File: config.mk
export PLATFORM = sky130hd
export DESIGN_NAME = uart_rx_fifo
export DESIGN_NICKNAME = d
export VERILOG_FILES = /design/src/rtl/uart_rx_fifo.sv
export SDC_FILE = /design/constraint.sdc
export NUM_CORES = 1
export LEC_CHECK = 0
export CORE_UTILIZATION = 50
export CTS_CLUSTER_SIZE = 8
export DETAILED_ROUTE_END_ITERATION = 8
export GPL_TIMING_DRIVEN = 0
export PLACE_DENSITY = 0.64
export SYNTH_ARGS = -nofsm -noshare
export SYNTH_HDL_FRONTEND = slang
export SYNTH_SLANG_ARGS = --single-unit
export TNS_END_PERCENT = 1
File: constraint.sdc
create_clock -name core_clk -period 5.4 [get_ports core_clk]
set_clock_uncertainty 0.2 [all_clocks]
set_input_delay 1.08 -clock core_clk [delete_from_list [all_inputs] [get_ports core_clk]]
set_output_delay 1.08 -clock core_clk [all_outputs]
set_load 0.01 [all_outputs]
File: src/rtl/uart_rx_fifo.sv
// UART 8N1 receiver with a first-word-fall-through receive FIFO.
// Serial input is double-synchronised; start/stop bits are checked and
// errors are reported through sticky overrun / frame_err flags.
module uart_rx_fifo #(
  parameter int CLK_FREQ   = 25_000_000,
  parameter int BAUDRATE   = 115200,
  parameter int FIFO_DEPTH = 8
) (
  input  logic                               core_clk,
  input  logic                               core_rst_n,
  input  logic                               ser_rx,
  output logic [7:0]                         rd_data,
  output logic                               rd_valid,
  input  logic                               rd_ready,
  output logic [$clog2(FIFO_DEPTH+1)-1:0]    fifo_count,
  output logic                               rx_busy,
  output logic                               overrun,
  output logic                               frame_err,
  input  logic                               clear_err
);

  localparam int CLKS_PER_BIT = CLK_FREQ / BAUDRATE;
  localparam int BAUD_W       = $clog2(CLKS_PER_BIT + 1);
  localparam int CNT_W        = $clog2(FIFO_DEPTH + 1);
  localparam int PTR_W        = $clog2(FIFO_DEPTH);

  typedef enum logic [2:0] {
    ST_IDLE  = 3'd0,
    ST_START = 3'd1,
    ST_DATA  = 3'd2,
    ST_STOP  = 3'd3,
    ST_BREAK = 3'd4
  } state_t;

  logic              sync1_q, sync2_q;
  logic              rx_s;
  state_t            state_q, state_d;
  logic [BAUD_W-1:0] baud_q, baud_d;
  logic [2:0]        bit_idx_q, bit_idx_d;
  logic [7:0]        shift_q, shift_d;
  logic              sample_s, push_s, ferr_set_s;

  logic [7:0]        mem_q [FIFO_DEPTH];
  logic [7:0]        mem_d [FIFO_DEPTH];
  logic [PTR_W-1:0]  wr_ptr_q, wr_ptr_d, rd_ptr_q, rd_ptr_d;
  logic [CNT_W-1:0]  count_q, count_d;
  logic              full_s, pop_s, push_ok_s, ovr_set_s;
  logic [7:0]        rd_data_q, rd_data_d;
  logic              rd_valid_q, rd_valid_d;
  logic              busy_q, busy_d;
  logic              overrun_q, overrun_d;
  logic              frame_err_q, frame_err_d;

  assign rx_s     = sync2_q;
  assign sample_s = (baud_q == BAUD_W'(0));

  // Two-flop synchroniser for the asynchronous serial line, idles high.
  always_ff @(posedge core_clk or negedge core_rst_n) begin
    if (!core_rst_n) begin
      sync1_q <= 1'b1;
      sync2_q <= 1'b1;
    end else begin
      sync1_q <= ser_rx;
      sync2_q <= sync1_q;
    end
  end

  // Frame FSM: next state, baud counter reload/countdown, bit shifting.
  always_comb begin
    state_d    = state_q;
    baud_d     = baud_q;
    bit_idx_d  = bit_idx_q;
    shift_d    = shift_q;
    push_s     = 1'b0;
    ferr_set_s = 1'b0;
    case (state_q)
      ST_IDLE: begin
        if (!rx_s) begin
          baud_d  = BAUD_W'(CLKS_PER_BIT / 2 - 1);
          state_d = ST_START;
        end else begin
          baud_d  = BAUD_W'(0);
        end
      end
      ST_START: begin
        if (sample_s) begin
          if (rx_s) begin
            state_d = ST_IDLE;
          end else begin
            baud_d    = BAUD_W'(CLKS_PER_BIT - 1);
            bit_idx_d = 3'd0;
            state_d   = ST_DATA;
          end
        end else begin
          baud_d = baud_q - BAUD_W'(1);
        end
      end
      ST_DATA: begin
        if (sample_s) begin
          // LSB arrives first, so shift right; after 8 bits it sits in bit 0.
          shift_d = {rx_s, shift_q[7:1]};
          baud_d  = BAUD_W'(CLKS_PER_BIT - 1);
          if (bit_idx_q == 3'd7) begin
            state_d = ST_STOP;
          end else begin
            bit_idx_d = bit_idx_q + 3'd1;
          end
        end else begin
          baud_d = baud_q - BAUD_W'(1);
        end
      end
      ST_STOP: begin
        if (sample_s) begin
          // Leaving at mid-stop-bit lets the next start edge be caught immediately.
          if (rx_s) begin
            push_s  = 1'b1;
            state_d = ST_IDLE;
          end else begin
            ferr_set_s = 1'b1;
            state_d    = ST_BREAK;
          end
        end else begin
          baud_d = baud_q - BAUD_W'(1);
        end
      end
      ST_BREAK: begin
        if (rx_s) begin
          state_d = ST_IDLE;
        end else begin
          state_d = ST_BREAK;
        end
      end
      default: begin
        state_d = ST_IDLE;
        baud_d  = BAUD_W'(0);
      end
    endcase
  end

  // FIFO bookkeeping, sticky error flags and registered output values.
  always_comb begin
    full_s    = (count_q == CNT_W'(FIFO_DEPTH));
    pop_s     = (count_q != CNT_W'(0)) & rd_ready;
    push_ok_s = push_s & (~full_s | pop_s);
    ovr_set_s = push_s & full_s & ~pop_s;
    mem_d     = mem_q;
    wr_ptr_d  = wr_ptr_q;
    rd_ptr_d  = rd_ptr_q;
    if (push_ok_s) begin
      mem_d[wr_ptr_q] = shift_q;
      wr_ptr_d        = wr_ptr_q + PTR_W'(1);
    end else begin
      wr_ptr_d        = wr_ptr_q;
    end
    if (pop_s) begin
      rd_ptr_d = rd_ptr_q + PTR_W'(1);
    end else begin
      rd_ptr_d = rd_ptr_q;
    end
    case ({push_ok_s, pop_s})
      2'b10:   count_d = count_q + CNT_W'(1);
      2'b01:   count_d = count_q - CNT_W'(1);
      default: count_d = count_q;
    endcase
    // A new error event in the same cycle beats the clear request.
    if (ovr_set_s) begin
      overrun_d = 1'b1;
    end else if (clear_err) begin
      overrun_d = 1'b0;
    end else begin
      overrun_d = overrun_q;
    end
    if (ferr_set_s) begin
      frame_err_d = 1'b1;
    end else if (clear_err) begin
      frame_err_d = 1'b0;
    end else begin
      frame_err_d = frame_err_q;
    end
    rd_data_d  = mem_d[rd_ptr_d];
    rd_valid_d = (count_d != CNT_W'(0));
    busy_d     = (state_d != ST_IDLE);
  end

  // State and datapath registers.
  always_ff @(posedge core_clk or negedge core_rst_n) begin
    if (!core_rst_n) begin
      state_q     <= ST_IDLE;
      baud_q      <= BAUD_W'(0);
      bit_idx_q   <= 3'd0;
      shift_q     <= 8'd0;
      for (int i = 0; i < FIFO_DEPTH; i++) begin
        mem_q[i] <= 8'd0;
      end
      wr_ptr_q    <= PTR_W'(0);
      rd_ptr_q    <= PTR_W'(0);
      count_q     <= CNT_W'(0);
      rd_data_q   <= 8'd0;
      rd_valid_q  <= 1'b0;
      busy_q      <= 1'b0;
      overrun_q   <= 1'b0;
      frame_err_q <= 1'b0;
    end else begin
      state_q     <= state_d;
      baud_q      <= baud_d;
      bit_idx_q   <= bit_idx_d;
      shift_q     <= shift_d;
      mem_q       <= mem_d;
      wr_ptr_q    <= wr_ptr_d;
      rd_ptr_q    <= rd_ptr_d;
      count_q     <= count_d;
      rd_data_q   <= rd_data_d;
      rd_valid_q  <= rd_valid_d;
      busy_q      <= busy_d;
      overrun_q   <= overrun_d;
      frame_err_q <= frame_err_d;
    end
  end

  assign rd_data    = rd_data_q;
  assign rd_valid   = rd_valid_q;
  assign fifo_count = count_q;
  assign rx_busy    = busy_q;
  assign overrun    = overrun_q;
  assign frame_err  = frame_err_q;

endmodule

==> results_dict.tcl <==
set metrics [dict create \
    run_status "completed" \
    synth_nets 552 \
    worst_r2r_path_depth 13 \
    route.vias.total 4144 \
    hold-path-endpoint "rx_s" \
    drt_wirelength_um 12600 \
    layout.nets 584 \
    final_count_of_hold_timing_violations 0 \
    post_cts_resize_count 0 \
    layout.cell_area.non_filler_mm2 0.00637 \
    floorplan.core_area_mm2 0.0109 \
    area.growth.synth_to_final_pct 12.9 \
    clockRootBuffer "sky130_fd_sc_hd__clkbuf_16" \
    global_route.usage.total_pct 23.9 \
    num_cts_buffers 9 \
    die_h_um 108 \
    ys_warn_count 0 \
    timing.hold.worst_path_depth 0 \
    mostFrequentLayoutCells "sky130_fd_sc_hd__dfrtp_1, sky130_fd_sc_hd__nand2_1, sky130_fd_sc_hd__mux2_2" \
    crit_fanout 5 \
    postSynth.topFlopCell "sky130_fd_sc_hd__dfrtp_1" \
    slew_headroom_pct 28.8 \
    power.density_cell_area_mw_per_mm2 401 \
    r2r_slack_ps 1140 \
    first_pass_grt_wire_length_um 21200 \
    critical_path.reg2reg.startpoint "baud_q[0]" \
    initial_core_util_pct 51.6 \
    report.final.setup_viol 0 \
    worstSetupPathType "reg2reg" \
    cp_data_required_time_ps 5420 \
    detail_route.vias_per_cell 5.79 \
    synth_seq_area_share_pct 48.8 \
    place.gp.congestion 0.815 \
    ratio_of_cells_with_drive_above_1_in_the_final_layout_pct 16.7 \
    gate_count_post_synth 539 \
    nFillCells 965 \
    placement.io_buffers 20 \
    worst_ep_arrival_time_ps 4280 \
    pre_cts_worst_setup_slack_ps 810 \
    cap_viol_max_count 0 \
    post_dp_cell_area_mm2 0.00604 \
    largest_net_degree_at_the_start_of_global_routing 66 \
    max-clock-path-buffers 2 \
    rr_endpoint "rd_valid" \
    design.die.area_mm2 0.0117 \
    post_layout_nonfiller_instances 716 \
    synth.lib_cells_used.distinct 66 \
    cts_setup_buffers 0 \
    cts_hold_buf 0 \
    synthArstFlopShare_pct 100 \
    setup.worst_path.end_class "flop" \
    ctsHtreeMaxLevel 3 \
    layout.cells.most_common "sky130_fd_sc_hd__dfrtp_1" \
    drt-wirelength-per-cell_um 17.6 \
    clkSlewWorstSetupHoldPaths_ps 70 \
    diodes 0 \
    tightest_slew_ps 1060 \
    io-pin-count 21 \
    grt.overflow.total 0 \
    x_dimension_of_the_die_um 108 \
    peakVddDrop_mv 0.246 \
    number_of_global_route_vias_before_repair 4091 \
    cts.sink_count 110 \
    place.detailed.instances 700 \
    synthesis.area_per_instance_um2 10.5 \
    synth.area.top_cells "sky130_fd_sc_hd__dfrtp_1, sky130_fd_sc_hd__mux2_2, sky130_fd_sc_hd__nand2_1, sky130_fd_sc_hd__mux2i_1, sky130_fd_sc_hd__nand3_1" \
    timing.hold.worst.start "sync1_q" \
    synthDominantCellAreaShare_pct 47.9 \
    yosys_reg_bits 110 \
    core.rowCount 38 \
    final_critical_path_time_including_i_o_delays_and_setup_ps 4260 \
    dpl_hpwl_um 8890 \
    max_slew_violation_count 0 \
    drc 0 \
    post_synth_instance_area_mm2 0.00564 \
    drt_first_pass_iters 4 \
    class_of_the_worst_hold_path "reg2reg" \
    drt-initial-drc-count 319 \
    setup_repair_after_global_routing_missed_its_margin "false" \
    cellLeakagePower_nw 3.00 \
    synth_edf_count 0 \
    maxClockFrequency_ghz 0.235 \
    drt.antenna.violating_nets 0 \
    postLayoutSetupSlackWorst_ps 1140 \
    fin_crit_sh_pct 79.0 \
    synth_top_cell_by_area "sky130_fd_sc_hd__dfrtp_1" \
    tritoncts "yes" \
    design_power_total_mw 2.55 \
    clk_latency_ps 360 \
    worst_setup_path_start_kind "flop" \
    number_of_antenna_violations_at_the_first_check_in_global_routing 0 \
]
-- flip-flops by register name, summed over array words and instances (netlist names), 3 cells and up --
signal and count:
state_q 3, rd_data 8, mem_q 64, bit_idx_q 3, wr_ptr_q 3, baud_q 8
rd_ptr_q 3, shift_q 8, fifo_count 4
-- cell usage after synthesis, types with 11 or more instances --
master	n
sky130_fd_sc_hd__o21ai_0	26
sky130_fd_sc_hd__nand3b_1	18
sky130_fd_sc_hd__mux2i_1	19
sky130_fd_sc_hd__nand2_1	65
sky130_fd_sc_hd__o2111ai_1	11
sky130_fd_sc_hd__dfrtp_1	108
sky130_fd_sc_hd__inv_1	22
sky130_fd_sc_hd__nand3_1	34
sky130_fd_sc_hd__clkbuf_1	17
sky130_fd_sc_hd__a21oi_1	12
sky130_fd_sc_hd__nor2_1	20
sky130_fd_sc_hd__mux2_2	35
-- cell type report --
| cell class | count | area, um2 | share of cell area, % |
|---|---|---|---|
| clock buffer | 10 | 239 | 3.75 |
| tap | 140 | 175 | 2.75 |
| timing repair buffer | 21 | 225 | 3.54 |
| sequential | 110 | 2760 | 43.3 |
| buffer | 34 | 155 | 2.44 |
| multi-input combinational | 373 | 2650 | 41.6 |
| inverter | 22 | 82.6 | 1.30 |
| clock inverter | 6 | 90.1 | 1.41 |
-- power by group --
group / switching [mW] / internal (mW) / total [mW] / leakage (nW)
Sequential: 0.0445 / 0.892 / 0.936 / 1.46
Combinational: 0.504 / 0.378 / 0.882 / 1.38
Clock: 0.313 / 0.422 / 0.735 / 0.159
Total: 0.862 / 1.69 / 2.55 / 3.00
-- metal layers --
layer,track usage [%],routed length (um)
met5,0,0
met4,10.9,274
met3,3.44,282
met2,35.4,5630
met1,34.9,6420
-- worst max-delay path by stage --
| stage | from | endpoint | slack, ps | depth (start not counted) |
|---|---|---|---|---|
| final | baud_q[0] | rd_valid | 1140 | 13 |
| after detailed placement | rd_ready | rd_valid | 810 | 13 |
| after global routing | baud_q[0] | rd_valid | 970 | 13 |
| after CTS | baud_q[0] | rd_valid | 1150 | 13 |
| after floorplan | baud_q[0] | rd_valid | 1460 | 13 |
| after global placement | core_rst_n | mem_q[52] | -1160 | 1 |
-- worst max-delay path, stage by stage (launching register included) --
cell and delay (ps):
sky130_fd_sc_hd__dfrtp_1 410, sky130_fd_sc_hd__inv_1 120, sky130_fd_sc_hd__ha_1 220, sky130_fd_sc_hd__or3b_4 430, sky130_fd_sc_hd__or4_4 540, sky130_fd_sc_hd__or3_2 520, sky130_fd_sc_hd__ha_1 280, sky130_fd_sc_hd__xor2_1 170
sky130_fd_sc_hd__ha_1 180, sky130_fd_sc_hd__a21oi_1 140, sky130_fd_sc_hd__xnor2_1 140, sky130_fd_sc_hd__nand2b_1 80, sky130_fd_sc_hd__xnor2_1 130, sky130_fd_sc_hd__or4_1 550
-- cells by family after synthesis --
logic type | count (synthesis) | synth area share (%)
AND/OR/NAND/NOR | 204 | 20.7
flip-flops | 110 | 48.8
AO/OA/AOI/OAI | 95 | 12.0
buffers and inverters | 56 | 4.21
multiplexers | 54 | 10.4
XOR/XNOR | 11 | 1.84
adder cells (fa/ha/maj) | 9 | 1.95
-- per-stage QoR --
stage	utilization [%]	hold slack, ps	setup TNS (ps)
4_1_cts	58.2	158	0
3_3_place_gp	55.0	146	-124960
3_5_place_dp	55.2	148	0
5_1_grt	58.2	159	0
6_report	58.2	156	0
2_1_floorplan	-	145	0
No activity file was read; power rests on OpenSTA's default activity.
